$ cat config.mk
export PLATFORM = sky130hd
export DESIGN_NAME = enh_demux
export DESIGN_NICKNAME = d
export VERILOG_FILES = /design/src/rtl/enh_demux.sv
export SDC_FILE = /design/constraint.sdc
export NUM_CORES = 1
export LEC_CHECK = 0
export CAP_MARGIN = 20
export CORE_ASPECT_RATIO = 1.4
export CORE_UTILIZATION = 52
export DETAILED_ROUTE_END_ITERATION = 7
export PLACE_DENSITY = 0.74
export SYNTH_ARGS = -nofsm -noshare
export SYNTH_HDL_FRONTEND = slang
export SYNTH_SLANG_ARGS = --single-unit
$ cat constraint.sdc
create_clock -name clk -period 2.39 [get_ports clk]
set_clock_uncertainty 0.05 [all_clocks]
set_input_delay 0.3585 -clock clk [delete_from_list [all_inputs] [get_ports clk]]
set_output_delay 0.3585 -clock clk [all_outputs]
set_load 0.01 [all_outputs]
$ cat src/rtl/enh_demux.sv
//------------------------------------------------------------------------------
// enh_demux : routes valid flits to one of two ports, each with its own FIFO
//             and registered output stage; sticky err flags any dropped flit.
// Rev 1.0
//------------------------------------------------------------------------------
`default_nettype none

module enh_demux_port #(
  parameter int WIDTH    = 17,
  parameter int VAL_BIT  = 1,
  parameter int ADDR_W   = 2,
  parameter bit PORT_SEL = 1'b0
) (
  input  logic             clk,
  input  logic             rst,
  input  logic [WIDTH-1:0] in,
  input  logic             stall,
  output logic [WIDTH-1:0] out,
  output logic             full,
  output logic             drop
);

  localparam logic [ADDR_W:0] DEPTH = {1'b1, {ADDR_W{1'b0}}};

  logic [WIDTH-1:0]  mem_q [DEPTH];
  logic [ADDR_W-1:0] wptr_q, wptr_d;
  logic [ADDR_W-1:0] rptr_q, rptr_d;
  logic [ADDR_W:0]   count_q, count_d;
  logic [WIDTH-1:0]  out_q, out_d;
  logic              hit, push, pop, free;

  assign hit  = in[WIDTH-1] && (in[WIDTH-1-VAL_BIT] == PORT_SEL);
  // full comes purely from the registered count, so a pop this cycle never
  // makes room for an incoming flit.
  assign full = (count_q == DEPTH);
  assign push = hit && !full;
  assign drop = hit && full;
  assign free = !out_q[WIDTH-1] || !stall;
  assign pop  = free && (count_q != '0);

  assign wptr_d  = wptr_q + ADDR_W'(push);
  assign rptr_d  = rptr_q + ADDR_W'(pop);
  assign count_d = count_q + (ADDR_W+1)'(push) - (ADDR_W+1)'(pop);

  always_comb begin
    out_d = out_q;
    if (free) begin
      out_d = pop ? mem_q[rptr_q] : '0;
    end
  end

  always_ff @(posedge clk) begin
    if (push) begin
      mem_q[wptr_q] <= in;
    end
  end

  always_ff @(posedge clk or negedge rst) begin
    if (!rst) begin
      wptr_q  <= '0;
      rptr_q  <= '0;
      count_q <= '0;
      out_q   <= '0;
    end else begin
      wptr_q  <= wptr_d;
      rptr_q  <= rptr_d;
      count_q <= count_d;
      out_q   <= out_d;
    end
  end

  assign out = out_q;

endmodule

module enh_demux #(
  parameter int word_width     = 17,
  parameter int val_bit        = 1,
  parameter int log_buffer_len = 2
) (
  input  logic                  clk,
  input  logic                  rst,
  input  logic [word_width-1:0] in,
  input  logic                  stall_1,
  input  logic                  stall_2,
  output logic [word_width-1:0] out_1,
  output logic [word_width-1:0] out_2,
  output logic                  full_1,
  output logic                  full_2,
  output logic                  err
);

  logic drop_1, drop_2;
  logic err_q, err_d;

  enh_demux_port #(
    .WIDTH    (word_width),
    .VAL_BIT  (val_bit),
    .ADDR_W   (log_buffer_len),
    .PORT_SEL (1'b0)
  ) u_port_1 (
    .clk   (clk),
    .rst   (rst),
    .in    (in),
    .stall (stall_1),
    .out   (out_1),
    .full  (full_1),
    .drop  (drop_1)
  );

  enh_demux_port #(
    .WIDTH    (word_width),
    .VAL_BIT  (val_bit),
    .ADDR_W   (log_buffer_len),
    .PORT_SEL (1'b1)
  ) u_port_2 (
    .clk   (clk),
    .rst   (rst),
    .in    (in),
    .stall (stall_2),
    .out   (out_2),
    .full  (full_2),
    .drop  (drop_2)
  );

  assign err_d = err_q | drop_1 | drop_2;

  always_ff @(posedge clk or negedge rst) begin
    if (!rst) begin
      err_q <= 1'b0;
    end else begin
      err_q <= err_d;
    end
  end

  assign err = err_q;

endmodule

`default_nettype wire

==> results_dict.tcl, run 1 <==
set metrics [dict create \
    mostFrequentLayoutCells "edfxtp_1 (136), clkdlybuf4s50_1 (56), dfrtp_1 (49)" \
    clk_latency_ps 430 \
    htreeDepth 4 \
    antenna_found_initial 0 \
    crit_path_start "u_port_1.count_q[1]$_DFF_PN0_" \
    met1_length_um 5144 \
    yosysUniqueCellTypes 28 \
    numCtsBuffers 17 \
    start_util_pct 53.70 \
    worst_pin_slew_ps 654.8 \
    die_width_um 99.91 \
    switching_share_pct 28.03 \
    cts_setup_buffers 0 \
    violations "negative hold slack" \
    combinationalPowerShare_pct 28.9 \
    synthCells 319 \
    instances_no_fill 600 \
    fin_ws_ps 92.48 \
    layout-drive-gt1-share_pct 22.04 \
    multiInputGateArea_sq_mm 0.001514 \
    cts_tree "done" \
    status "finished with violations" \
    p_leak_nw 3.178 \
    final_common_cell "edfxtp_1" \
    whs_ps -16.48 \
    grt_pass1_wl_um 19850 \
    syn_nets 350 \
    antenna_left 0 \
    dpl.cell_count 568 \
    rsz0062_at_grt "no" \
    syn_area_sq_mm 0.006979 \
    via_per_inst 5.642 \
    grt_max_degree 50 \
    crit_required_ps 1980 \
    period_needed_ps 2298 \
    cts.path.max_buffers 2 \
    drc 0 \
    via_count 3385 \
    crit_type "flop to primary output" \
    grt_pass1_vias 3549 \
    setup_viol 0 \
    diodes 0 \
    ctsHoldBuffers 0 \
    intPower_mw 7.562 \
    nFillCells 902 \
    finalCritPeriodShare_pct 96.13 \
    met3_length_um 416 \
    min_path_type "input port to async pin" \
    p_total_mw 10.51 \
    place_congestion 0.7281 \
    cts.clk_slew.worst_paths_ps 70 \
    wl_met2_um 6927 \
    die_h_um 139.1 \
    hold_viol_final 13 \
    yosys_warnings 0 \
    rows 49 \
    seqPwrFrac_pct 43.7 \
    cp-end-kind "primary output" \
    final_max_slew_viol_count 0 \
    grt_overflow 0 \
    crit_fanout 3 \
    synth.avg_cell_area_sq_um 21.88 \
    nNetsFinal 440 \
    grt_use_total_pct 20.18 \
    ctsRootBufferMaster "clkbuf_16" \
    maxSlewHeadroom_pct 56.35 \
    drv_cap 0 \
    max_freq_mhz 435.3 \
    drt_iter0_markers 151 \
    start_kind "flop" \
    powerDensity_mw_per_mm2 1237 \
    routedWlPerCell_um 21.14 \
    wl_um 12680 \
    dp_slack_ps 67.46 \
    synth_seq_cells 185 \
    p_sw_mw 2.946 \
    dp.final_hpwl_um 8402 \
    area_delta_synth_final_pct 21.71 \
    crit_arrival_ps 1890 \
    ys_seq_area_share_pct 76.08 \
    dieArea_sq_mm 0.01390 \
    highest_layer "met4" \
    clock_power_share_pct 27.4 \
    first_pass_iters 4 \
    portBuffers 57 \
    r2r_start "u_port_1.count_q[1]$_DFF_PN0_" \
    cts_sinks 185 \
    register_area_sq_mm 0.005310 \
    core_sq_mm 0.01300 \
    ios 58 \
    vdd_ir_drop_max_uv 663.7 \
    final_util_pct 65.35 \
]
## final timing paths
path / cells past startpoint / endpoint / slack, ps
worst max-delay path: 3 / full_1 / 90
worst min-delay path: 2 / u_port_1.out[5]$_DFFE_PN0P_ / -20
worst max register to register: 8 / u_port_1.count_q[2]$_DFF_PN0_ / 180
worst min register to register: 1 / err$_DFF_PN0_ / 440
max in group asynchronous: 2 / u_port_2.out[6]$_DFFE_PN0P_ / 1850
min in group clk: 1 / err$_DFF_PN0_ / 440
## kinds of logic (layout without fill, tap and decap cells)
group                      count (synthesis)  in the layout  synth area share, %
AOI/OAI and AO/OA                         35             35                4.338
xor gates and xnor gates                   8              8                1.004
adders and majority gates                 10             10                2.008
buffers and inverters                     28            131                2.761
DFF                                      185            185                76.08
muxes                                     35             35                11.87
and+or+nand+nor                           18             18                1.936
## cell usage after synthesis
cell type  number  area share (%)
buf_6           6            0.97
fa_1            2            0.57
a22o_1         32             4.0
buf_2           5            0.36
nand3b_1        1            0.11
buf_12          2            0.57
edfxtp_1      136              59
or3b_2          1            0.13
ha_1            8             1.4
nand3_1         1           0.072
clkbuf_1        1           0.054
inv_1          12            0.65
mux2i_1         1            0.14
or3_1           2            0.18
a21o_1          3            0.32
dfrtp_1        49              18
xnor2_1         3            0.38
nor2b_4         2            0.39
and3_1          2            0.18
or3b_1          1            0.13
buf_1           1           0.054
nor3_1          2            0.14
nor3b_1         4            0.43
xor2_1          5            0.63
buf_4           1            0.11
and2_1          2            0.18
mux4_1         14             5.3
mux4_2         20             6.5
## through the flow
stage	hold WS, ps	instance area, sq um	TNS, ps
2_1_floorplan	12.91	6994	-4587
3_3_place_gp	422.8	7880	0
3_5_place_dp	431.7	7880	0
4_1_cts	7.530	8494	0
5_1_grt	69.79	8494	0
6_report	-16.48	8494	0
## layer usage
layer	global-route usage, %	up-vias
li1	-	1482
met3	4.990	13
met4	8.127	0
met5	0	-
met1	24.70	1814
met2	34.23	76
## final cells by class
type                    count  area share (%)
clock buffers              18           5.052
flip-flops and latches    185           62.51
well taps                 178           2.622
clock inverters            14           2.151
repair buffers             87           9.309
multi-input cells         106           17.82
inverters                  12          0.5303
## registers in the layout, indices dropped and copies added (netlist names)
signal	count
u_port_1.mem_q	68
u_port_2.mem_q	68
u_port_1.out	17
u_port_2.out	17
u_port_1.count_q	3
u_port_2.count_q	3
u_port_1.rptr_q	2
u_port_1.wptr_q	2
u_port_2.rptr_q	2
u_port_2.wptr_q	2
err	1
## critical path, cell delays in order, from the launching register on
cell,delay (ps)
dfrtp_1,390
or3b_1,470
inv_1,90
clkdlybuf4s50_1,530
## power by group through the flow
stage	Clock, mW	Combinational [mW]	Sequential, mW
floorplan	0	1.93	4.62
global placement	0	2.98	4.61
detailed placement	0	3.08	4.65
CTS	2.93	3.09	4.59
global route	3.04	3.29	4.66
finish	2.88	3.04	4.59
## what timing repair did
item                                    4_1_cts  5_1_grt
endpoints found under the setup margin        1        0
endpoints found under the hold margin         0        0
gates resized for setup                       1        0
Power figures use the tool's default switching activity.
==> inputs of run 2 (changes only) <==
--- a/config.mk
+++ b/config.mk
@@ -5,11 +5,12 @@
 export SDC_FILE = /design/constraint.sdc
 export NUM_CORES = 1
 export LEC_CHECK = 0
+export ABC_AREA = 1
 export CAP_MARGIN = 20
 export CORE_ASPECT_RATIO = 1.4
 export CORE_UTILIZATION = 52
 export DETAILED_ROUTE_END_ITERATION = 7
-export PLACE_DENSITY = 0.74
+export PLACE_DENSITY = 0.73
 export SYNTH_ARGS = -nofsm -noshare
 export SYNTH_HDL_FRONTEND = slang
 export SYNTH_SLANG_ARGS = --single-unit
==> results_dict.tcl, run 2 <==
set metrics [dict create \
    synthCells 587 \
    reg2reg_to "u_port_1.count_q[2]$_DFF_PN0_" \
    violations "negative hold slack" \
    synth_ff_type "edfxtp_1" \
    grt_use_total_pct 21.56 \
    crit_fanout 3 \
    yosys_warnings 0 \
    dpl.cell_count 826 \
    mostFrequentLayoutCells "nand2_1 (218), edfxtp_1 (136), nand3_1 (102)" \
    yosysUniqueCellTypes 20 \
    drt_iter0_markers 269 \
    fin_setup_tns_ps 0 \
    grt_pass1_wl_um 22640 \
    ios 58 \
    final_max_slew_viol_count 0 \
    place_area_sq_mm 0.008089 \
    ctsRootBufferMaster "clkbuf_16" \
    worst_pin_slew_ps 684.4 \
    rows 50 \
    max_freq_mhz 452.8 \
    timing.critical_path.buf_inv 2 \
    drv_cap 0 \
    ys_seq_area_share_pct 73.77 \
    cts_tree "done" \
    crit_chain "inv_1, nand2_1, nor2_1, clkdlybuf4s50_1" \
    cp-end-kind "primary output" \
    via_count 4528 \
    ctsResizeCount 0 \
    layout-drive-gt1-share_pct 9.763 \
    whs_ps -8.217 \
    syn_nets 618 \
    reg.largest.list "u_port_1.mem_q x68, u_port_2.mem_q x68" \
    start_kind "flop" \
    routedWlPerCell_um 16.50 \
    setup_viol 0 \
    synth_edf_count 136 \
    synth_seq_cells 185 \
    grt_pass1_vias 4509 \
    cts_setup_buffers 0 \
    synthDominantAreaCellType "edfxtp_1" \
    fin_area_sq_mm 0.008671 \
    first_pass_iters 5 \
    p_total_mw 10.78 \
    yosysTopAreaCellShare_pct 56.74 \
    cts.clk_slew.worst_paths_ps 60 \
    die_h_um 141.2 \
    via_per_inst 5.277 \
    numCtsBuffers 17 \
    critPathTopFamily "buffers and inverters" \
    hold_viol_final 11 \
    nNetsFinal 694 \
    area_delta_synth_final_pct 20.46 \
    clk_latency_ps 410 \
    crit_required_ps 1980 \
    yosys-top-cells-area "edfxtp_1 (57%), dfrtp_1 (17%), nand2_1 (11%)" \
    status "finished with violations" \
    nFillCells 983 \
    p_leak_nw 3.450 \
    dp.final_hpwl_um 9203 \
    ctsHoldBuffers 0 \
    reg2reg_depth 7 \
    register_area_sq_mm 0.005310 \
    antenna_left 0 \
    crit_arrival_ps 1800 \
    period_needed_ps 2209 \
    multiInputGateArea_sq_mm 0.001652 \
    min_path_type "input port to async pin" \
    place_congestion 0.8430 \
    ys_top_cells_by_count "nand2_1 (218), edfxtp_1 (136), nand3_1 (102)" \
    powerDensity_mw_per_mm2 1244 \
    antenna_found_initial 0 \
    htreeDepth 4 \
    portBuffers 57 \
    slowest_stage "clkdlybuf4s50_1" \
    die_width_um 101.4 \
    start_util_pct 53.52 \
    instances_no_fill 858 \
    yosysMostFrequentCell "nand2_1" \
    grt_max_degree 50 \
    crit_type "flop to primary output" \
    synth.avg_cell_area_sq_um 12.26 \
    vdd_ir_drop_max_uv 547.3 \
    rrSetupSlack_ps 490 \
    dieArea_sq_mm 0.01432 \
    rsz0062_at_grt "no" \
    diodes 0 \
    grt_overflow 0 \
    finalCritPeriodShare_pct 92.41 \
    maxSlewHeadroom_pct 54.37 \
    drc 0 \
    wl_um 14160 \
    r2r_start "u_port_1.count_q[1]$_DFF_PN0_" \
    final_common_cell "nand2_1" \
    core_sq_mm 0.01345 \
    syn_area_sq_mm 0.007198 \
    cts_sinks 185 \
    async_reset_ff_share_pct 26.49 \
    cpPeakStageDelay_ps 590 \
    cts.path.max_buffers 2 \
]
## run 2: cell types whose count changed in the layout (fill, tap and decap cells not counted), moves of 5 or more
cell,change
a22o_1,-32
buf_12,+5
buf_4,-11
inv_1,+5
inv_6,-5
mux4_1,-14
mux4_2,-20
nand2_1,+218
nand3_1,+101
nor2_1,+10
## run 2: worst max path at each step
stage	start	to	slack [ps]	cells after the start
3_5_place_dp	stall_1	u_port_1.count_q[2]$_DFF_PN0_	190	9
2_1_floorplan	in[16]	u_port_1.mem_q[0][0]$_DFFE_PP_	40	4
3_3_place_gp	stall_1	u_port_1.count_q[2]$_DFF_PN0_	220	9
4_1_cts	u_port_2.count_q[1]$_DFF_PN0_	full_2	130	4
5_1_grt	u_port_2.count_q[1]$_DFF_PN0_	full_2	40	4
6_report	u_port_2.count_q[1]$_DFF_PN0_	full_2	180	4
## run 2: kinds of logic after synthesis
kind of cell,count (synthesis),share of synthesized area (%)
AOI/OAI and AO/OA,4,0.5908
xor gates and xnor gates,6,0.7300
adders and majority gates,10,1.947
buffers and inverters,47,3.563
DFF,185,73.77
and+or+nand+nor,335,19.40
## run 2: layout make-up
type                            count  share of cell area (%)
Clock inverter                     10                   1.356
Sequential cell                   185                   61.24
Clock buffer                       22                   5.354
Timing Repair Buffer               81                   9.322
Multi-Input combinational cell    355                   19.05
Inverter                           23                   1.053
Tap cell                          182                   2.626
## run 2: through the flow
step / utilization (%) / setup slack (ps) / hold WS [ps]
floorplan: - / 43.61 / 12.91
global route: 64.47 / 41.81 / 40.14
CTS: 64.47 / 129.7 / 6.442
finish: 64.47 / 181.4 / -8.217
global placement: 60.14 / 219.4 / 408.8
detailed placement: 60.14 / 192.3 / 412.3
## run 2: layer usage
layer  routed length (um)  track usage [%]  vias to the layer above  part of all wire [%]
met4                  404            10.83                        0                   2.9
met1                 5609            26.29                     2193                    40
met2                 7541            36.48                      159                    53
li1                     -                -                     2145                     -
met5                    0                0                        -                     0
met3                  599            3.966                       31                   4.2
## run 2: worst reg2reg max path, cell delays in order (launching register included)
cell	delay, ps
dfrtp_1	400
inv_1	110
nand2_1	100
o21ai_0	310
inv_1	120
ha_1	210
fa_1	370
xnor2_1	130
## run 2: report_power, final
| part | leakage (nW) | internal (mW) | switching [mW] |
|---|---|---|---|
| combinational | 1.37 | 1.42 | 2.07 |
| clock | 0.263 | 1.60 | 1.14 |
| sequential | 1.82 | 4.16 | 0.395 |
| total | 3.45 | 7.18 | 3.60 |
